`config.mk`:
```
export PLATFORM = sky130hd
export DESIGN_NAME = battle_engine_flat
export DESIGN_NICKNAME = d
export VERILOG_FILES = /design/src/rtl/battle_pkg.sv /design/src/rtl/battle_engine_if.sv /design/src/rtl/battle_lfsr.sv /design/src/rtl/battle_engine.sv /design/src/flat_wrapper.sv
export SDC_FILE = /design/constraint.sdc
export NUM_CORES = 1
export LEC_CHECK = 0
export ABC_AREA = 1
export CAP_MARGIN = 20
export CORE_MARGIN = 2
export CORE_UTILIZATION = 65
export CTS_CLUSTER_DIAMETER = 120
export DETAILED_ROUTE_END_ITERATION = 10
export PLACE_DENSITY_LB_ADDON = 0.08
export SYNTH_ARGS = -nofsm -noshare
export SYNTH_HDL_FRONTEND = slang
export SYNTH_SLANG_ARGS = --single-unit
```
`constraint.sdc`:
```
create_clock -name clk -period 22.4 [get_ports clk]
set_input_delay 3.36 -clock clk [delete_from_list [all_inputs] [get_ports clk]]
set_output_delay 3.36 -clock clk [all_outputs]
set_load 0.01 [all_outputs]
```
`src/rtl/battle_pkg.sv`:
```
// Shared types and LFSR constants for the battle engine.
package battle_pkg;

  localparam int unsigned LFSR_W = 16;
  // Right-shift Galois taps for x^16 + x^14 + x^13 + x^11 + 1
  localparam logic [LFSR_W-1:0] LFSR_POLY = 16'hB400;

  typedef enum logic [2:0] {
    IDLE,
    P_WAIT,
    E_WAIT,
    RESOLVE,
    DONE
  } battle_state_t;

  typedef enum logic {
    SIDE_PLAYER = 1'b0,
    SIDE_ENEMY  = 1'b1
  } side_t;

  function automatic logic [LFSR_W-1:0] lfsr_next(input logic [LFSR_W-1:0] v);
    return (v >> 1) ^ (v[0] ? LFSR_POLY : '0);
  endfunction

endpackage

```
`src/rtl/battle_engine_if.sv`:
```
// Action channel, status and result bus between the battle engine and its neighbours.
interface battle_engine_if #(
  parameter int unsigned HP_W   = 8,
  parameter int unsigned ATK_N  = 4,
  parameter int unsigned AMMO_W = 5
);
  localparam int unsigned ID_W = (ATK_N > 1) ? $clog2(ATK_N) : 1;

  logic                     start;
  logic                     act_valid;
  logic [ID_W-1:0]          act_id;
  logic                     act_ready;
  logic                     turn;
  logic                     busy;
  logic [HP_W-1:0]          player_hp;
  logic [HP_W-1:0]          enemy_hp;
  logic [ATK_N*AMMO_W-1:0]  player_ammo;
  logic [ATK_N*AMMO_W-1:0]  enemy_ammo;
  logic                     res_valid;
  logic                     res_hit;
  logic                     res_empty;
  logic                     res_crit;
  logic [HP_W-1:0]          res_dmg;
  logic                     player_win;
  logic                     enemy_win;

  modport master (
    output start, act_valid, act_id,
    input  act_ready, turn, busy, player_hp, enemy_hp, player_ammo, enemy_ammo,
    input  res_valid, res_hit, res_empty, res_crit, res_dmg, player_win, enemy_win
  );

  modport slave (
    input  start, act_valid, act_id,
    output act_ready, turn, busy, player_hp, enemy_hp, player_ammo, enemy_ammo,
    output res_valid, res_hit, res_empty, res_crit, res_dmg, player_win, enemy_win
  );
endinterface

```
`src/rtl/battle_lfsr.sv`:
```
// Free-running 16-bit Galois LFSR, reloaded with the seed on reset.
module battle_lfsr
  import battle_pkg::*;
(
  input  logic              clk,
  input  logic              rst,
  input  logic [LFSR_W-1:0] seed,
  output logic [LFSR_W-1:0] q
);
  logic [LFSR_W-1:0] lfsr_q, lfsr_d;

  always_comb lfsr_d = lfsr_next(lfsr_q);

  always_ff @(posedge clk) begin
    if (rst) lfsr_q <= seed;
    else     lfsr_q <= lfsr_d;
  end

  assign q = lfsr_q;
endmodule

```
`src/rtl/battle_engine.sv`:
```
// Turn-based battle resolver: alternating player/enemy actions resolved against an LFSR.
// Optional critical hits are enabled by defining BATTLE_CRIT_EN.
module battle_engine
  import battle_pkg::*;
#(
  parameter int unsigned       HP_W          = 8,
  parameter int unsigned       ATK_N         = 4,
  parameter int unsigned       FREE_N        = 2,
  parameter int unsigned       AMMO_W        = 5,
  parameter int unsigned       AMMO_INIT     = 3,
  parameter int unsigned       PLAYER_HP_MAX = 100,
  parameter int unsigned       ENEMY_HP_MIN  = 50,
  parameter int unsigned       BASE_STEP     = 10,
  parameter int unsigned       MISS_STEP     = 3,
  parameter logic [LFSR_W-1:0] LFSR_SEED     = 16'hACE1
) (
  input logic             clk,
  input logic             rst,
  battle_engine_if.slave  bus
);
  localparam int unsigned ID_W    = (ATK_N > 1) ? $clog2(ATK_N) : 1;
  localparam int unsigned HP_SPAN = PLAYER_HP_MAX - ENEMY_HP_MIN + 1;

  typedef logic [ATK_N-1:0][AMMO_W-1:0] ammo_t;

  logic [LFSR_W-1:0] lfsr;
  logic              unused_lfsr;

  battle_lfsr u_lfsr (
    .clk  (clk),
    .rst  (rst),
    .seed (LFSR_SEED),
    .q    (lfsr)
  );

  assign unused_lfsr = ^lfsr[11:8];

  // Per-attack accuracy, damage and reload value, all from the current LFSR value
  logic [ATK_N-1:0] hit_ok;
  logic [HP_W-1:0]  dmg_tab [ATK_N];
  ammo_t            ammo_init;

  for (genvar k = 0; k < ATK_N; k++) begin : g_atk
    localparam int unsigned TIER = k + 1;
    assign hit_ok[k]    = 32'(lfsr[15:12]) >= MISS_STEP * TIER - MISS_STEP;
    assign dmg_tab[k]   = HP_W'(BASE_STEP * TIER - TIER + (32'(lfsr[7:0]) % (2 * TIER + 1)));
    assign ammo_init[k] = (TIER > FREE_N) ? AMMO_W'(AMMO_INIT) : '0;
  end

  battle_state_t   state_q, state_d;
  side_t           side_q, side_d;
  logic [ID_W-1:0] id_q, id_d, id_in;
  logic            turn_q, turn_d, ready_q, ready_d, busy_q, busy_d;
  logic [HP_W-1:0] php_q, php_d, ehp_q, ehp_d;
  ammo_t           pammo_q, pammo_d, eammo_q, eammo_d;
  logic            res_valid_q, res_valid_d, res_hit_q, res_hit_d;
  logic            res_empty_q, res_empty_d, res_crit_q, res_crit_d;
  logic [HP_W-1:0] res_dmg_q, res_dmg_d;
  logic            pwin_q, pwin_d, ewin_q, ewin_d;

  logic              limited, empty, hit, crit;
  logic [AMMO_W-1:0] att_ammo;
  logic [HP_W-1:0]   raw_dmg, def_hp, applied;

  assign id_in = (32'(bus.act_id) < ATK_N) ? bus.act_id : '0;

  // Outcome of the latched action against this cycle's LFSR snapshot
  always_comb begin
    limited  = 32'(id_q) >= FREE_N;
    att_ammo = (side_q == SIDE_PLAYER) ? pammo_q[id_q] : eammo_q[id_q];
    empty    = limited && (att_ammo == '0);
    hit      = !empty && hit_ok[id_q];
    raw_dmg  = hit ? dmg_tab[id_q] : '0;
    crit     = 1'b0;
`ifdef BATTLE_CRIT_EN
    crit     = hit && (lfsr[3:0] == 4'd0);
    if (crit) raw_dmg = raw_dmg[HP_W-1] ? '1 : (raw_dmg << 1);
`endif
    def_hp   = (side_q == SIDE_PLAYER) ? ehp_q : php_q;
    applied  = (def_hp < raw_dmg) ? def_hp : raw_dmg;
  end

  always_comb begin
    state_d     = state_q;
    side_d      = side_q;
    id_d        = id_q;
    turn_d      = turn_q;
    php_d       = php_q;
    ehp_d       = ehp_q;
    pammo_d     = pammo_q;
    eammo_d     = eammo_q;
    res_valid_d = 1'b0;
    res_hit_d   = res_hit_q;
    res_empty_d = res_empty_q;
    res_crit_d  = res_crit_q;
    res_dmg_d   = res_dmg_q;
    pwin_d      = pwin_q;
    ewin_d      = ewin_q;

    if (bus.start) begin
      state_d = P_WAIT;
      turn_d  = 1'b0;
      php_d   = HP_W'(PLAYER_HP_MAX);
      ehp_d   = HP_W'(ENEMY_HP_MIN + (32'(lfsr[7:0]) % HP_SPAN));
      pammo_d = ammo_init;
      eammo_d = ammo_init;
      pwin_d  = 1'b0;
      ewin_d  = 1'b0;
    end else begin
      unique case (state_q)
        P_WAIT, E_WAIT: begin
          if (bus.act_valid && ready_q) begin
            state_d = RESOLVE;
            id_d    = id_in;
            side_d  = (state_q == E_WAIT) ? SIDE_ENEMY : SIDE_PLAYER;
          end
        end
        RESOLVE: begin
          res_valid_d = 1'b1;
          res_hit_d   = hit;
          res_empty_d = empty;
          res_crit_d  = crit;
          res_dmg_d   = applied;
          // Limited ammo is spent on hit or miss, but not on an empty attempt
          if (limited && !empty) begin
            if (side_q == SIDE_PLAYER) pammo_d[id_q] = att_ammo - AMMO_W'(1);
            else                       eammo_d[id_q] = att_ammo - AMMO_W'(1);
          end
          if (side_q == SIDE_PLAYER) ehp_d = def_hp - applied;
          else                       php_d = def_hp - applied;
          if (def_hp == applied) begin
            state_d = DONE;
            if (side_q == SIDE_PLAYER) pwin_d = 1'b1;
            else                       ewin_d = 1'b1;
          end else begin
            state_d = (side_q == SIDE_PLAYER) ? E_WAIT : P_WAIT;
            turn_d  = (side_q == SIDE_PLAYER);
          end
        end
        default: ;
      endcase
    end

    ready_d = (state_d == P_WAIT) || (state_d == E_WAIT);
    busy_d  = (state_d != IDLE) && (state_d != DONE);
  end

  always_ff @(posedge clk) begin
    if (rst) begin
      state_q     <= IDLE;
      side_q      <= SIDE_PLAYER;
      id_q        <= '0;
      turn_q      <= 1'b0;
      ready_q     <= 1'b0;
      busy_q      <= 1'b0;
      php_q       <= '0;
      ehp_q       <= '0;
      pammo_q     <= '0;
      eammo_q     <= '0;
      res_valid_q <= 1'b0;
      res_hit_q   <= 1'b0;
      res_empty_q <= 1'b0;
      res_crit_q  <= 1'b0;
      res_dmg_q   <= '0;
      pwin_q      <= 1'b0;
      ewin_q      <= 1'b0;
    end else begin
      state_q     <= state_d;
      side_q      <= side_d;
      id_q        <= id_d;
      turn_q      <= turn_d;
      ready_q     <= ready_d;
      busy_q      <= busy_d;
      php_q       <= php_d;
      ehp_q       <= ehp_d;
      pammo_q     <= pammo_d;
      eammo_q     <= eammo_d;
      res_valid_q <= res_valid_d;
      res_hit_q   <= res_hit_d;
      res_empty_q <= res_empty_d;
      res_crit_q  <= res_crit_d;
      res_dmg_q   <= res_dmg_d;
      pwin_q      <= pwin_d;
      ewin_q      <= ewin_d;
    end
  end

  assign bus.act_ready   = ready_q;
  assign bus.turn        = turn_q;
  assign bus.busy        = busy_q;
  assign bus.player_hp   = php_q;
  assign bus.enemy_hp    = ehp_q;
  assign bus.player_ammo = pammo_q;
  assign bus.enemy_ammo  = eammo_q;
  assign bus.res_valid   = res_valid_q;
  assign bus.res_hit     = res_hit_q;
  assign bus.res_empty   = res_empty_q;
  assign bus.res_crit    = res_crit_q;
  assign bus.res_dmg     = res_dmg_q;
  assign bus.player_win  = pwin_q;
  assign bus.enemy_win   = ewin_q;
endmodule
```
`src/flat_wrapper.sv`:
```
// flat-port wrapper written by rule: the top's interface ports become plain ports
module battle_engine_flat import battle_pkg::*;
#(
  parameter int unsigned       HP_W          = 8,
  parameter int unsigned       ATK_N         = 4,
  parameter int unsigned       FREE_N        = 2,
  parameter int unsigned       AMMO_W        = 5,
  parameter int unsigned       AMMO_INIT     = 3,
  parameter int unsigned       PLAYER_HP_MAX = 100,
  parameter int unsigned       ENEMY_HP_MIN  = 50,
  parameter int unsigned       BASE_STEP     = 10,
  parameter int unsigned       MISS_STEP     = 3,
  parameter logic [LFSR_W-1:0] LFSR_SEED     = 16'hACE1
)
  (clk, rst, bus_start, bus_act_valid, bus_act_id, bus_act_ready, bus_turn, bus_busy, bus_player_hp, bus_enemy_hp, bus_player_ammo, bus_enemy_ammo, bus_res_valid, bus_res_hit, bus_res_empty, bus_res_crit, bus_res_dmg, bus_player_win, bus_enemy_win);
  battle_engine_if #(.HP_W(HP_W), .ATK_N(ATK_N), .AMMO_W(AMMO_W)) bus_i ();
  input logic clk;
  input logic rst;
  input wire logic [$bits(bus_i.start)-1:0] bus_start;
  input wire logic [$bits(bus_i.act_valid)-1:0] bus_act_valid;
  input wire logic [$bits(bus_i.act_id)-1:0] bus_act_id;
  output wire logic [$bits(bus_i.act_ready)-1:0] bus_act_ready;
  output wire logic [$bits(bus_i.turn)-1:0] bus_turn;
  output wire logic [$bits(bus_i.busy)-1:0] bus_busy;
  output wire logic [$bits(bus_i.player_hp)-1:0] bus_player_hp;
  output wire logic [$bits(bus_i.enemy_hp)-1:0] bus_enemy_hp;
  output wire logic [$bits(bus_i.player_ammo)-1:0] bus_player_ammo;
  output wire logic [$bits(bus_i.enemy_ammo)-1:0] bus_enemy_ammo;
  output wire logic [$bits(bus_i.res_valid)-1:0] bus_res_valid;
  output wire logic [$bits(bus_i.res_hit)-1:0] bus_res_hit;
  output wire logic [$bits(bus_i.res_empty)-1:0] bus_res_empty;
  output wire logic [$bits(bus_i.res_crit)-1:0] bus_res_crit;
  output wire logic [$bits(bus_i.res_dmg)-1:0] bus_res_dmg;
  output wire logic [$bits(bus_i.player_win)-1:0] bus_player_win;
  output wire logic [$bits(bus_i.enemy_win)-1:0] bus_enemy_win;
  assign bus_i.start = bus_start;
  assign bus_i.act_valid = bus_act_valid;
  assign bus_i.act_id = bus_act_id;
  assign bus_act_ready = bus_i.act_ready;
  assign bus_turn = bus_i.turn;
  assign bus_busy = bus_i.busy;
  assign bus_player_hp = bus_i.player_hp;
  assign bus_enemy_hp = bus_i.enemy_hp;
  assign bus_player_ammo = bus_i.player_ammo;
  assign bus_enemy_ammo = bus_i.enemy_ammo;
  assign bus_res_valid = bus_i.res_valid;
  assign bus_res_hit = bus_i.res_hit;
  assign bus_res_empty = bus_i.res_empty;
  assign bus_res_crit = bus_i.res_crit;
  assign bus_res_dmg = bus_i.res_dmg;
  assign bus_player_win = bus_i.player_win;
  assign bus_enemy_win = bus_i.enemy_win;
  battle_engine #(.HP_W(HP_W), .ATK_N(ATK_N), .FREE_N(FREE_N), .AMMO_W(AMMO_W), .AMMO_INIT(AMMO_INIT), .PLAYER_HP_MAX(PLAYER_HP_MAX), .ENEMY_HP_MIN(ENEMY_HP_MIN), .BASE_STEP(BASE_STEP), .MISS_STEP(MISS_STEP), .LFSR_SEED(LFSR_SEED)) u_core (.clk(clk), .rst(rst), .bus(bus_i));
endmodule
```
-- Yosys cells after proc, flatten, opt, wreduce, memory -nomap -nowiden
Cells that the tools add are included.
- word-level logic and storage cells: 127
- flip-flop bits (word level): 94
- memories kept: 0
- output and inout bits: 73
- bits in writable memories: 0
- input port bits: 6
- ROM bits: 0
- latch bits: 0
- reductions and logical operators: 27
- $lt $le $gt $ge: 8
- add/sub/neg operators: 7
- mux-type cells: 39
- divide/modulo/power cells: 5
- shifts and indexed selects: 0
- bitwise gates (word level): 5
- equal/unequal tests: 8
- multipliers: 0
- operator list (kind ; number):
    $mux W17 ; 8
    $mod A8 B3 Y32 const B ; 2
    $mux W8 ; 8
    $bwmux W20 ; 2
    $mod A8 B2 Y32 const B ; 1
    $mod A8 B4 Y32 const B ; 1
    $mod A8 B6 Y32 const B ; 1
    $mux W7 ; 3
    $reduce_and A3 Y1 ; 7
    $bmux W5 S2 ; 2
    $mux W5 ; 4
    $add A5 B8 Y8 const A ; 2
    $add A6 B8 Y8 const A ; 2
    $bmux W8 S2 ; 1
    $mux W16 ; 1
    $xor A15 B16 Y16 ; 1
    $demux W5 S2 ; 1
    $reduce_and A2 Y1 ; 5
    $eq A3 B2 Y1 const B ; 3
    $mux W3 ; 3
    $add A4 B8 Y8 const A ; 1
    $eq A8 B8 Y1 ; 1
    $lt A8 B8 Y1 ; 1
    $sub A8 B8 Y8 ; 1
    24 further kinds ; 37

-- Depth between registers and ports, before layout
Gate-level depths: netlist (run 1).
- depth in word-level cells: 16
- gate-level depth with buffers: 71

-- Modules after synthesis
A second synthesis (run 1) with hierarchy kept.
- cells, all modules: 2045
- area total of the unflattened synthesis: 12119.1 µm²
- by module, submodules not included (module ; times used ; area each (µm²) ; sequential area each (µm²) ; cells each):
    battle_engine ; 1 ; 11519.8 ; 1561.5 ; 1968
    battle_lfsr ; 1 ; 599.3 ; 320.3 ; 77

-- Least setup slack after synthesis (run 1)
No wires, ideal clock.
- path type: reg2reg
- start point: register u_core.u_lfsr.lfsr_q[7], in the netlist u_core.u_lfsr.q[7]
- end point: register u_core.ehp_q[6], in the netlist u_core.bus.enemy_hp[6]
- path slack: 14.926 ns
- arrival time: 7.358 ns
- setup time: 0.116 ns
- stages on the path, launching flop included: 58
- path buffers: 2
- cell sequence: dfxtp_1 -> ha_1 -> o21ai_0 -> nand2_1 -> nor2_1 -> nand2_1 -> nand2_1 -> inv_1 -> o21ai_2 -> nand3_1 -> nand3_1 -> nand2_1 -> inv_2 -> nand4_1 -> nand2_1 -> inv_1 -> ha_1 -> inv_1 -> [22 not listed] -> o21ai_1 -> ha_1 -> nand2_1 -> nor2_1 -> a211oi_1 -> nand2_4 -> buf_2 -> nand2_1 -> o21ai_1 -> ha_1 -> fa_1 -> o21ai_0 -> a221oi_1 -> xor2_1 -> nand2_1 -> nand3_1 -> o211ai_1 -> inv_1
- longest elaborated chain between the ends: 12
- elaborated cells on any way between the ends: 20
- ends and longest elaborated chain (item ; RTL line ; RTL):
    start, declared ; battle_lfsr.sv:10 ; logic [LFSR_W-1:0] lfsr_q, lfsr_d;
    start signal, assigned ; battle_lfsr.sv:16 ; else lfsr_q <= lfsr_d;
    $mod A8 B4 Y32 (tied with other cells) ; battle_engine.sv:46 ; assign dmg_tab[k] = HP_W'(BASE_STEP * TIER - TIER + (32'(lfsr[7:0]) % (2 * TIER + 1)));
    $add A6 B8 Y8 (tied with other cells) ; battle_engine.sv:46 ;
    $bmux W8 S2 (*) ; battle_engine.sv:73 ; raw_dmg = hit ? dmg_tab[id_q] : '0;
    $mux W8 (not written as such) (*) (2 in a row) ; battle_engine.sv:73 ;
    $mux W8 (*) ; battle_engine.sv:73 ;
    $lt A8 B8 Y1 ; battle_engine.sv:80 ; applied = (def_hp < raw_dmg) ? def_hp : raw_dmg;
    $mux W8 (*) ; battle_engine.sv:80 ;
    net u_core.applied[0] ; battle_engine.sv:63 ; logic [HP_W-1:0] raw_dmg, def_hp, applied;
    $sub A8 B8 Y8 (*) ; battle_engine.sv:129 ; if (side_q == SIDE_PLAYER) ehp_d = def_hp - applied;
    $mux W8 (*) ; battle_engine.sv:129 ;
    $mux W8 (*) ; battle_engine.sv:110 ; unique case (state_q)
    $mux W8 (*) ; battle_engine.sv:100 ; if (bus.start) begin
    end signal, assigned ; battle_engine.sv:175 ; ehp_q <= ehp_d;
    end, declared ; battle_engine.sv:54 ; logic [HP_W-1:0] php_q, php_d, ehp_q, ehp_d;
The timed path passes the listed nets; every way through them passes the cells marked *. The select of a mux whose other input is x is not followed.
A chain may end at the register's enable or synchronous reset.

-- Worst setup path after layout (run 1)
- start point: register u_core.u_lfsr.lfsr_q[5], in the netlist u_core.u_lfsr.q[5]
- end point: register u_core.php_q[7], in the netlist u_core.bus.player_hp[7]
- longest elaborated chain between the ends: 9
- elaborated cells on any way between the ends: 15
- ends and longest elaborated chain (item ; RTL line ; RTL):
    $mod A8 B4 Y32 (tied with other cells) ; battle_engine.sv:46 ;
    $add A6 B8 Y8 (tied with other cells) ; battle_engine.sv:46 ;
    $bmux W8 S2 (*) ; battle_engine.sv:73 ;
    $mux W8 (not written as such) (*) (2 in a row) ; battle_engine.sv:73 ;
    $mux W8 (*) ; battle_engine.sv:73 ;
    $lt A8 B8 Y1 ; battle_engine.sv:80 ;
    $mux W8 (*) ; battle_engine.sv:80 ;
    net u_core.applied[1] ; battle_engine.sv:63 ;
    $sub A8 B8 Y8 (*) ; battle_engine.sv:130 ; else php_d = def_hp - applied;
    end signal, assigned ; battle_engine.sv:174 ; php_q <= php_d;
    end, declared ; battle_engine.sv:54 ;
Marks and branches as above.

==> metrics, run 1 <==
Flop pwr share 0.158; top cell type's share of synthesized area 0.205; Die W 123 µm; CTS Buffer Depth 2; # port buffers 77; core region area 13,800 µm²; CTS Buf Count 9; row cnt 43; Root Driver clkbuf_16; largest net degree at the start of global routing 28; VDD IR-drop max 0.000107 V; final setup TNS 0 ns; share of cells above drive strength 1 0.0903; Area contributors post-synth dfxtp_1 (20%), nand2_1 (17%), inv_1 (9.0%); TritonCTS clock tree done; Seq/Total Area, Yosys 0.205; initial antenna violation count 0; slowest CP cell dfxtp_1; measured slew at the worst slew-check pin 0.825 ns; H-tree Lvls 3; Synth Area per Inst 5.96 µm²; Fmax achieved 105 MHz; starting density of the core 0.664; kind of critical path flop to flop; chip height 123 µm; Worst-path clk slew 0.07 ns; GP Congestion 0.981; final net count 1,637; hpwl dp 19.8 mm; diode count 0; vias 10,100; Hold Crit Class flop to flop; DRT Pass-1 Iters 8; post-synthesis net count 1,587; max incr delay on CP 0.59 ns; Leakage 5.21 nW; Pint 0.000560 W; GR Util All Layers 0.345; Worst Path Required 22.65 ns; final hold violation count 0; Tmin final 9.53 ns; Fill cells 1,201; design area 10,300 µm²; vias in the first global route 9,003; Post-DP Area 10,000 µm²; Worst Setup Start Kind flop; Mapped Area 9180 µm²; top-count cell post-synth nand2_1; vias per inst 5.70; crit share post-route 0.425; Synth Register Bits 94; wire per inst 14.5 µm; Final setup viols 0; switching power 0.000615 W; Comb pwr share 0.690; Post-synth EDFFs 0; die area 15,100 µm²; Main synth FF type dfxtp_1; top cells by count, synth nand2_1 (405), inv_1 (219), nor2_1 (165); Critical Path Most Common Cell nand2_1; number of I/O pins 79; crit path max fanout 18; synthesis warning total 0; antenna-violating nets left 0; routed wire length 25.8 mm; Power Dens Cells 114 nW/µm²; DRT iter0 DRCs 995; largest area contributor in the netlist dfxtp_1; distinct cell type count after synthesis 52; first-pass GRT wire length 42.1 mm; Slew Limit Headroom 0.449; GRT overflow 0; ys async rst share 0; Arrival @ worst endpoint 9.77 ns; PostCTS Resize Cnt 0; Worst Setup End Kind flop; Clock Latency Late Sink 0.35 ns; Layout Utilization 0.748; post-CTS repair timing setup buffer count 0; Layout area overhead 12.7%; outcome completed; final hold slack 0.412 ns; post-route clock skew 0.0108 ns; Syn Inst Count 1,541; register-to-register setup slack 12.87 ns; Net Sw Frac 0.523; unrepaired setup endpoints after global routing no; DRC 0; clock sink count 94; hold buffer count at CTS 0; Clk pwr share 0.151; total power draw 0.00117 W; pins over their slew limit 0; maxcap violations 0
cells by family (layout without fill, tap and decap cells):
group           after synthesis  after routing  synth area share
other cells                   1              1          0.000408
xor+xnor                     51             51            0.0486
flops                        94             94             0.205
simple gates                848            848             0.427
buf+inv                     288            342             0.124
compound gates              219            219             0.140
fa+ha+maj                    40             40            0.0553
metal layers:
layer,up-vias,GRT usage,part of all wire
met5,-,0,0
met4,0,0.0675,0.014
met3,41,0.0465,0.085
met2,462,0.568,0.45
met1,4525,0.481,0.45
li1,5086,-,-
path summary, 6_finish.rpt:
path                           start                      end  cells past startpoint
setup reg to reg  u_core.u_lfsr.q[5]  u_core.bus.player_hp[7]                     62
setup / recovery  u_core.u_lfsr.q[5]  u_core.bus.player_hp[7]                     62
hold / removal    u_core.u_lfsr.q[8]       u_core.u_lfsr.q[7]                      1
hold reg to reg   u_core.u_lfsr.q[8]       u_core.u_lfsr.q[7]                      1
registers in the layout, summed over array words and instances (netlist names):
| name | count |
|---|---|
| u_core.bus.enemy_ammo | 20 |
| u_core.bus.player_ammo | 20 |
| u_core.u_lfsr.q | 16 |
| u_core.bus.enemy_hp | 8 |
| u_core.bus.player_hp | 8 |
| u_core.bus.res_dmg | 8 |
| u_core.state_q | 3 |
| u_core.id_q | 2 |
| u_core.bus.act_ready | 1 |
| u_core.bus.busy | 1 |
| u_core.bus.enemy_win | 1 |
| u_core.bus.player_win | 1 |
| u_core.bus.res_empty | 1 |
| u_core.bus.res_hit | 1 |
| u_core.bus.res_valid | 1 |
| u_core.bus.turn | 1 |
| u_core.side_q | 1 |
power groups by stage:
stage | combinational [W] | sequential (W) | clock [W]
3_5_place_dp | 0.000786 | 0.000189 | 0
2_1_floorplan | 0.000622 | 0.000189 | 0
5_1_grt | 0.000915 | 0.000187 | 0.000183
4_1_cts | 0.000793 | 0.000186 | 0.000178
3_3_place_gp | 0.000770 | 0.000189 | 0
6_report | 0.000810 | 0.000186 | 0.000178
critical path, delay by kind of cell, from the launching register on:
| kind | cells | cell delay [ns] |
|---|---|---|
| simple gates | 34 | 4.41 |
| compound gates | 10 | 1.75 |
| fa+ha+maj | 6 | 1.42 |
| buf+inv | 11 | 1.06 |
| flops | 1 | 0.59 |
| xor+xnor | 1 | 0.17 |
final cells by class:
class	count	area, µm²	area share
inverters	244	916	0.0885
repair buffers	83	816	0.0788
clock buffers	9	225	0.0218
clock inverters	6	118	0.0114
multi-input cells	1159	6170	0.596
well taps	180	225	0.0218
flip-flops and latches	94	1880	0.182
placed cells by master (no fill, tap or decap), types with 2 or more instances in the layout:
master | Yosys | routed
o221ai_1 | 7 | 7
o21ai_0 | 78 | 78
dfxtp_1 | 94 | 94
buf_4 | 5 | 6
inv_2 | 23 | 23
o21a_1 | 2 | 2
nand2_4 | 3 | 3
nand3_1 | 131 | 131
ha_1 | 39 | 39
nand4_1 | 41 | 41
nand2_1 | 405 | 405
nor2_4 | 6 | 6
a31oi_1 | 13 | 13
o21bai_1 | 2 | 2
clkbuf_16 | 0 | 9
inv_1 | 219 | 219
a211oi_1 | 3 | 3
nand3_2 | 20 | 20
o221a_2 | 2 | 2
or2_2 | 6 | 6
a221oi_1 | 9 | 9
nor2_2 | 9 | 9
nor4_1 | 2 | 2
clkinv_1 | 2 | 2
o211ai_1 | 12 | 12
a22oi_1 | 6 | 6
xnor2_1 | 13 | 13
o21ai_2 | 4 | 4
xor2_1 | 38 | 38
clkdlybuf4s50_1 | 0 | 77
a21oi_1 | 51 | 51
o22ai_1 | 8 | 8
bufinv_16 | 0 | 3
nand3b_1 | 8 | 8
nand3_4 | 3 | 3
o21ai_1 | 17 | 17
nand2_2 | 42 | 42
nor2_1 | 165 | 165
nor3_4 | 2 | 2
per-stage QoR:
step,worst slack (ns),cells
global placement,13.27,1759
global route,11.96,1775
CTS,13.04,1775
finish,12.87,1775
detailed placement,13.12,1760
floorplan,14.93,1541
(Power assumes the default switching activity.)
==> run 2: changes to the inputs <==
--- a/config.mk
+++ b/config.mk
@@ -8,7 +8,7 @@
 export ABC_AREA = 1
 export CAP_MARGIN = 20
 export CORE_MARGIN = 2
-export CORE_UTILIZATION = 65
+export CORE_UTILIZATION = 54
 export CTS_CLUSTER_DIAMETER = 120
 export DETAILED_ROUTE_END_ITERATION = 10
 export PLACE_DENSITY_LB_ADDON = 0.08
==> constraint.sdc (replaced) <==
create_clock -name clk -period 7.7 [get_ports clk]
set_input_delay 1.155 -clock clk [delete_from_list [all_inputs] [get_ports clk]]
set_output_delay 1.155 -clock clk [all_outputs]
set_load 0.01 [all_outputs]
==> metrics, run 2 (same netlist as run 1, synthesis figures left out) <==
outcome completed (unchanged); GP Congestion 0.974 (was 0.981); worst reg2reg startpoint u_core.u_lfsr.q[6] (was u_core.u_lfsr.q[5]); r2r endpoint u_core.bus.act_ready (was u_core.bus.player_hp[7]); final hold violation count 0 (unchanged); Slew Limit Headroom 0.416 (was 0.449); largest net degree at the start of global routing 29 (was 28); Worst Setup Start Kind flop (unchanged); commonest non-fill, non-tap cell in the layout nand2_1 (unchanged); DRC 0 (unchanged); GRT overflow 0 (unchanged); most frequent cells in the layout nand2_1 (367), inv_1 (208), nor2_1 (153), buf_4 (130), nand3_1 (108) (was nand2_1 (405), inv_1 (219), nor2_1 (165), nand3_1 (131), dfxtp_1 (94)); initial antenna violation count 0 (unchanged); Critical Path Most Common Cell nand2_1 (unchanged); Top delay family on crit path simple AND/OR/NAND/NOR gates (unchanged); Reg2Reg Depth 61 (was 62); row cnt 47 (was 43); Layout Utilization 0.736 (was 0.748); number of I/O pins 79 (unchanged); routed wire length 29.0 mm (was 25.8 mm); wire per inst 14.9 µm (was 14.5 µm); Tmin final 7.52 ns (was 9.53 ns); max incr delay on CP 0.38 ns (was 0.59 ns); TritonCTS clock tree done (unchanged); CTS Buf Count 9 (unchanged); H-tree Lvls 3 (unchanged); GR Util All Layers 0.302 (was 0.345); measured slew at the worst slew-check pin 0.876 ns (was 0.825 ns); Arrival @ worst endpoint 7.77 ns (was 9.77 ns); CTS Buffer Depth 2 (unchanged); Worst-path clk slew 0.07 ns (about the same); Fmax achieved 133 MHz (was 105 MHz); crit share post-route 0.976 (was 0.425); chip height 134 µm (was 123 µm); vias in the first global route 9,514 (was 9,003); Leakage 5.97 nW (was 5.21 nW); DRT Pass-1 Iters 7 (was 8); maxcap violations 0 (unchanged); # port buffers 77 (unchanged); slowest CP cell dfxtp_4 (was dfxtp_1); Die W 134 µm (was 123 µm); Worst Path Required 7.95 ns (was 22.65 ns); vias 10,800 (was 10,100); Hold Path Depth 2 (was 1); antenna-violating nets left 0 (unchanged); VDD IR-drop max 0.000288 V (was 0.000107 V); first-pass GRT wire length 44.8 mm (was 42.1 mm); final cell count without fillers 1,948 (was 1,775); Layout area overhead 32.9% (was 12.7%); DRT iter0 DRCs 852 (was 995); clock sink count 94 (unchanged); post-route clock skew 0.0190 ns (was 0.0108 ns); diode count 0 (unchanged); crit path max fanout 8 (was 18); unrepaired setup endpoints after global routing yes (was no); Hold Startpoint u_core.u_lfsr.q[9] (was u_core.u_lfsr.q[8]); Crit path depth 61 (was 62); Clock Latency Late Sink 0.37 ns (was 0.35 ns); core region area 16,600 µm² (was 13,800 µm²); Final setup viols 0 (unchanged); Power Dens Cells 349 nW/µm² (was 114 nW/µm²); kind of critical path flop to flop (unchanged); placed insts 1,894 (was 1,760); die area 18,100 µm² (was 15,100 µm²); WHS Endpoint u_core.u_lfsr.q[8] (was u_core.u_lfsr.q[7]); register-to-register setup slack 0.18 ns (was 12.87 ns); Fill cells 1,415 (was 1,201); Worst Setup End Kind flop (unchanged); vias per inst 5.53 (was 5.70); hpwl dp 21.2 mm (was 19.8 mm); Hold Crit Class flop to flop (unchanged); final net count 1,770 (was 1,637); Root Driver clkbuf_16 (unchanged); Bufs and invs on worst path 9 (was 11); pins over their slew limit 0 (unchanged); starting density of the core 0.554 (was 0.664); share of cells above drive strength 1 0.238 (was 0.0903)
-- run 2: metrics by stage --
step	TNS [ns]	area, µm²	hold slack (ns)	worst slack (ns)	power, W
final	0	12200	0.412	0.185	0.00426
after global routing	-2.00	12200	0.424	-0.247	0.00462
after CTS	0	11100	0.419	0.0611	0.00375
after detailed placement	-1.06	10800	0.405	-0.193	0.00320
after global placement	0	10800	0.405	0.0233	0.00318
after floorplan	0	9180	0.388	0.226	0.00236
-- run 2: repair_timing --
action                     4_1_cts  5_1_grt
setup buffers                    2       35
hold buffers                     0        0
setup endpoints to repair       13       23
pin swaps                        5       96
gates resized for setup         11      191
cloned                           0        1
-- run 2: routing by layer --
metal  GRT usage  up-vias  share of wire
li1            -     5343              -
met1       0.416     4928           0.45
met2       0.497      447           0.46
met3      0.0442       51          0.075
met4      0.0702        0          0.019
met5           0        -              0
-- run 2: how the worst max path moves through the flow --
stage / startpoint / end / slack, ns
after floorplan: u_core.u_lfsr.q[7] / u_core.bus.enemy_hp[6] / 0.23
after detailed placement: u_core.u_lfsr.q[6] / u_core.bus.player_hp[7] / -0.19
after global routing: u_core.u_lfsr.q[6] / u_core.bus.player_hp[7] / -0.25
after global placement: u_core.u_lfsr.q[5] / u_core.bus.enemy_hp[6] / 0.02
after CTS: u_core.u_lfsr.q[5] / u_core.bus.player_hp[7] / 0.06
final: u_core.u_lfsr.q[6] / u_core.bus.act_ready / 0.18
-- run 2: power by group --
part / internal (W) / total (W) / switching [W]
logic: 0.00135 / 0.00323 / 0.00188
clock network: 0.000286 / 0.000496 / 0.000210
registers: 0.000513 / 0.000536 / 0.0000232
total: 0.00215 / 0.00426 / 0.00211
-- run 2: tightest hold or removal path, delay by kind of cell (launching register included) --
family / cells / cell delay, ns
flops: 1 / 0.30
buf+inv: 1 / 0.04
simple gates: 1 / 0.03
-- run 2: cell type report --
| type | instances | area (µm²) | share of cell area |
|---|---|---|---|
| clock inverter | 6 | 95.1 | 0.00779 |
| multi-input combinational | 1160 | 6930 | 0.568 |
| tap | 220 | 275 | 0.0226 |
| inverter | 244 | 926 | 0.0759 |
| clock buffer | 9 | 225 | 0.0185 |
| timing repair buffer | 215 | 1860 | 0.152 |
| sequential | 94 | 1890 | 0.155 |
==> run 3: changes to the inputs <==
--- a/config.mk
+++ b/config.mk
@@ -12,6 +12,7 @@
 export CTS_CLUSTER_DIAMETER = 120
 export DETAILED_ROUTE_END_ITERATION = 10
 export PLACE_DENSITY_LB_ADDON = 0.08
+export SKIP_CTS_REPAIR_TIMING = 1
 export SYNTH_ARGS = -nofsm -noshare
 export SYNTH_HDL_FRONTEND = slang
 export SYNTH_SLANG_ARGS = --single-unit
==> metrics, run 3 (same netlist as run 1, synthesis figures left out) <==
wire per inst 14.9 µm (about the same); TritonCTS clock tree done (unchanged); vias in the first global route 9,468 (was 9,514); maxcap violations 0 (unchanged); Hold Crit Class flop to flop (unchanged); Pint 0.00218 W (was 0.00215 W); switching power 0.00214 W (was 0.00211 W); Clock Latency Late Sink 0.36 ns (was 0.37 ns); clock sink count 94 (unchanged); starting density of the core 0.554 (unchanged); placed insts 1,894 (unchanged); die area 18,100 µm² (unchanged); final net count 1,766 (was 1,770); Leakage 5.94 nW (was 5.97 nW); GR Util All Layers 0.301 (was 0.302); Clk pwr share 0.115 (was 0.116); Tmin final 7.55 ns (was 7.52 ns); Post-DP Area 10,800 µm² (unchanged); Slew Limit Headroom 0.413 (was 0.416); vias per inst 5.52 (was 5.53); crit share post-route 0.980 (was 0.976); VDD IR-drop max 0.000297 V (was 0.000288 V); Arrival @ worst endpoint 7.80 ns (was 7.77 ns); Worst Setup Start Kind flop (unchanged); Fmax achieved 132 MHz (was 133 MHz); hpwl dp 21.2 mm (unchanged); DRT Pass-1 Iters 5 (was 7); most frequent cells in the layout nand2_1 (370), inv_1 (209), nor2_1 (153), buf_4 (128), nand3_1 (109) (was nand2_1 (367), inv_1 (208), nor2_1 (153), buf_4 (130), nand3_1 (108)); antenna-violating nets left 0 (unchanged); DRT iter0 DRCs 987 (was 852); total power draw 0.00431 W (was 0.00426 W); Layout area overhead 32.0% (was 32.9%); final hold violation count 0 (unchanged); CTS Buf Count 9 (unchanged); commonest non-fill, non-tap cell in the layout nand2_1 (unchanged); Worst-path clk slew 0.07 ns (about the same); kind of critical path flop to flop (unchanged); Net Sw Frac 0.495 (about the same); design area 12,100 µm² (was 12,200 µm²); Comb pwr share 0.761 (was 0.758); measured slew at the worst slew-check pin 0.879 ns (was 0.876 ns); unrepaired setup endpoints after global routing yes (unchanged); share of cells above drive strength 1 0.232 (was 0.238); Worst Path Required 7.95 ns (about the same); number of I/O pins 79 (unchanged); routed wire length 28.9 mm (was 29.0 mm); Final setup viols 0 (unchanged); initial antenna violation count 0 (unchanged); Critical Path Most Common Cell nand2_2 (was nand2_1); Power Dens Cells 356 nW/µm² (was 349 nW/µm²); Layout Utilization 0.731 (was 0.736); # port buffers 77 (unchanged); Worst Setup End Kind flop (unchanged); DRC 0 (unchanged); H-tree Lvls 3 (unchanged); crit path max fanout 8 (unchanged); outcome completed (unchanged); CTS Buffer Depth 2 (unchanged); Flop pwr share 0.124 (was 0.126); vias 10,700 (was 10,800); first-pass GRT wire length 44.7 mm (was 44.8 mm); Fill cells 1,423 (was 1,415); post-route clock skew 0.0175 ns (was 0.0190 ns); chip height 134 µm (unchanged); largest net degree at the start of global routing 29 (unchanged); GP Congestion 0.974 (unchanged); diode count 0 (unchanged); GRT overflow 0 (unchanged); Root Driver clkbuf_16 (unchanged); pins over their slew limit 0 (unchanged); max incr delay on CP 0.41 ns (was 0.38 ns); core region area 16,600 µm² (unchanged); Die W 134 µm (unchanged); slowest CP cell dfxtp_1 (was dfxtp_4); final cell count without fillers 1,944 (was 1,948); row cnt 47 (unchanged)
-- run 3: changes by cell type in the layout (fill, tap and decap cells not counted), moves of 2 or more --
cell / before / now
a21oi_1: 46 / 44
a21oi_2: 5 / 7
buf_12: 2 / 0
buf_4: 130 / 128
nand2_1: 367 / 370
nand2_2: 69 / 67
o21ai_1: 12 / 15
o21ai_2: 14 / 11
-- run 3: stage by stage --
step	setup slack (ns)	TNS (ns)	hold WS, ns
after CTS	-0.259	-1.73	0.419
after detailed placement	-0.193	-1.06	0.405
after floorplan	0.226	0	0.388
after global placement	0.0233	0	0.405
after global routing	-0.277	-2.55	0.424
final	0.152	0	0.412
-- run 3: final timing paths --
kind,depth (start not counted),slack (ns),endpoint,from
max reg2reg,60,0.15,u_core.bus.player_hp[5],u_core.u_lfsr.q[5]
min reg2reg,2,0.41,u_core.u_lfsr.q[8],u_core.u_lfsr.q[9]
max,60,0.15,u_core.bus.player_hp[5],u_core.u_lfsr.q[5]
min,2,0.41,u_core.u_lfsr.q[8],u_core.u_lfsr.q[9]
-- run 3: final cells by class --
type	count	area [µm²]	area share
flip-flops and latches	94	1890	0.156
multi-input cells	1160	6920	0.570
inverters	244	926	0.0764
clock inverters	6	95.1	0.00784
well taps	220	275	0.0227
clock buffers	9	225	0.0186
repair buffers	211	1800	0.148
-- run 3: worst max-delay path, delay by kind of cell, from the launching register on --
family / cells / cell delay [ns]
AND/OR/NAND/NOR: 29 / 3.09
AO/OA/AOI/OAI: 11 / 1.30
adder cells (fa/ha/maj): 6 / 1.28
buffers and inverters: 12 / 1.13
flip-flops: 1 / 0.41
XOR/XNOR: 2 / 0.22
-- run 3: power groups by stage --
| stage | combinational (W) | clock (W) | sequential [W] |
|---|---|---|---|
| 2_1_floorplan | 0.00181 | 0 | 0.000550 |
| 3_5_place_dp | 0.00266 | 0 | 0.000545 |
| 3_3_place_gp | 0.00264 | 0 | 0.000545 |
| 6_report | 0.00328 | 0.000494 | 0.000536 |
| 5_1_grt | 0.00362 | 0.000515 | 0.000538 |
| 4_1_cts | 0.00268 | 0.000499 | 0.000534 |
-- run 3: routing by layer --
metal	track usage	routed length [µm]	vias up
met5	0	0	-
met4	0.0655	610	0
met3	0.0438	1920	59
met2	0.497	13400	401
met1	0.417	13000	4948
li1	-	-	5331
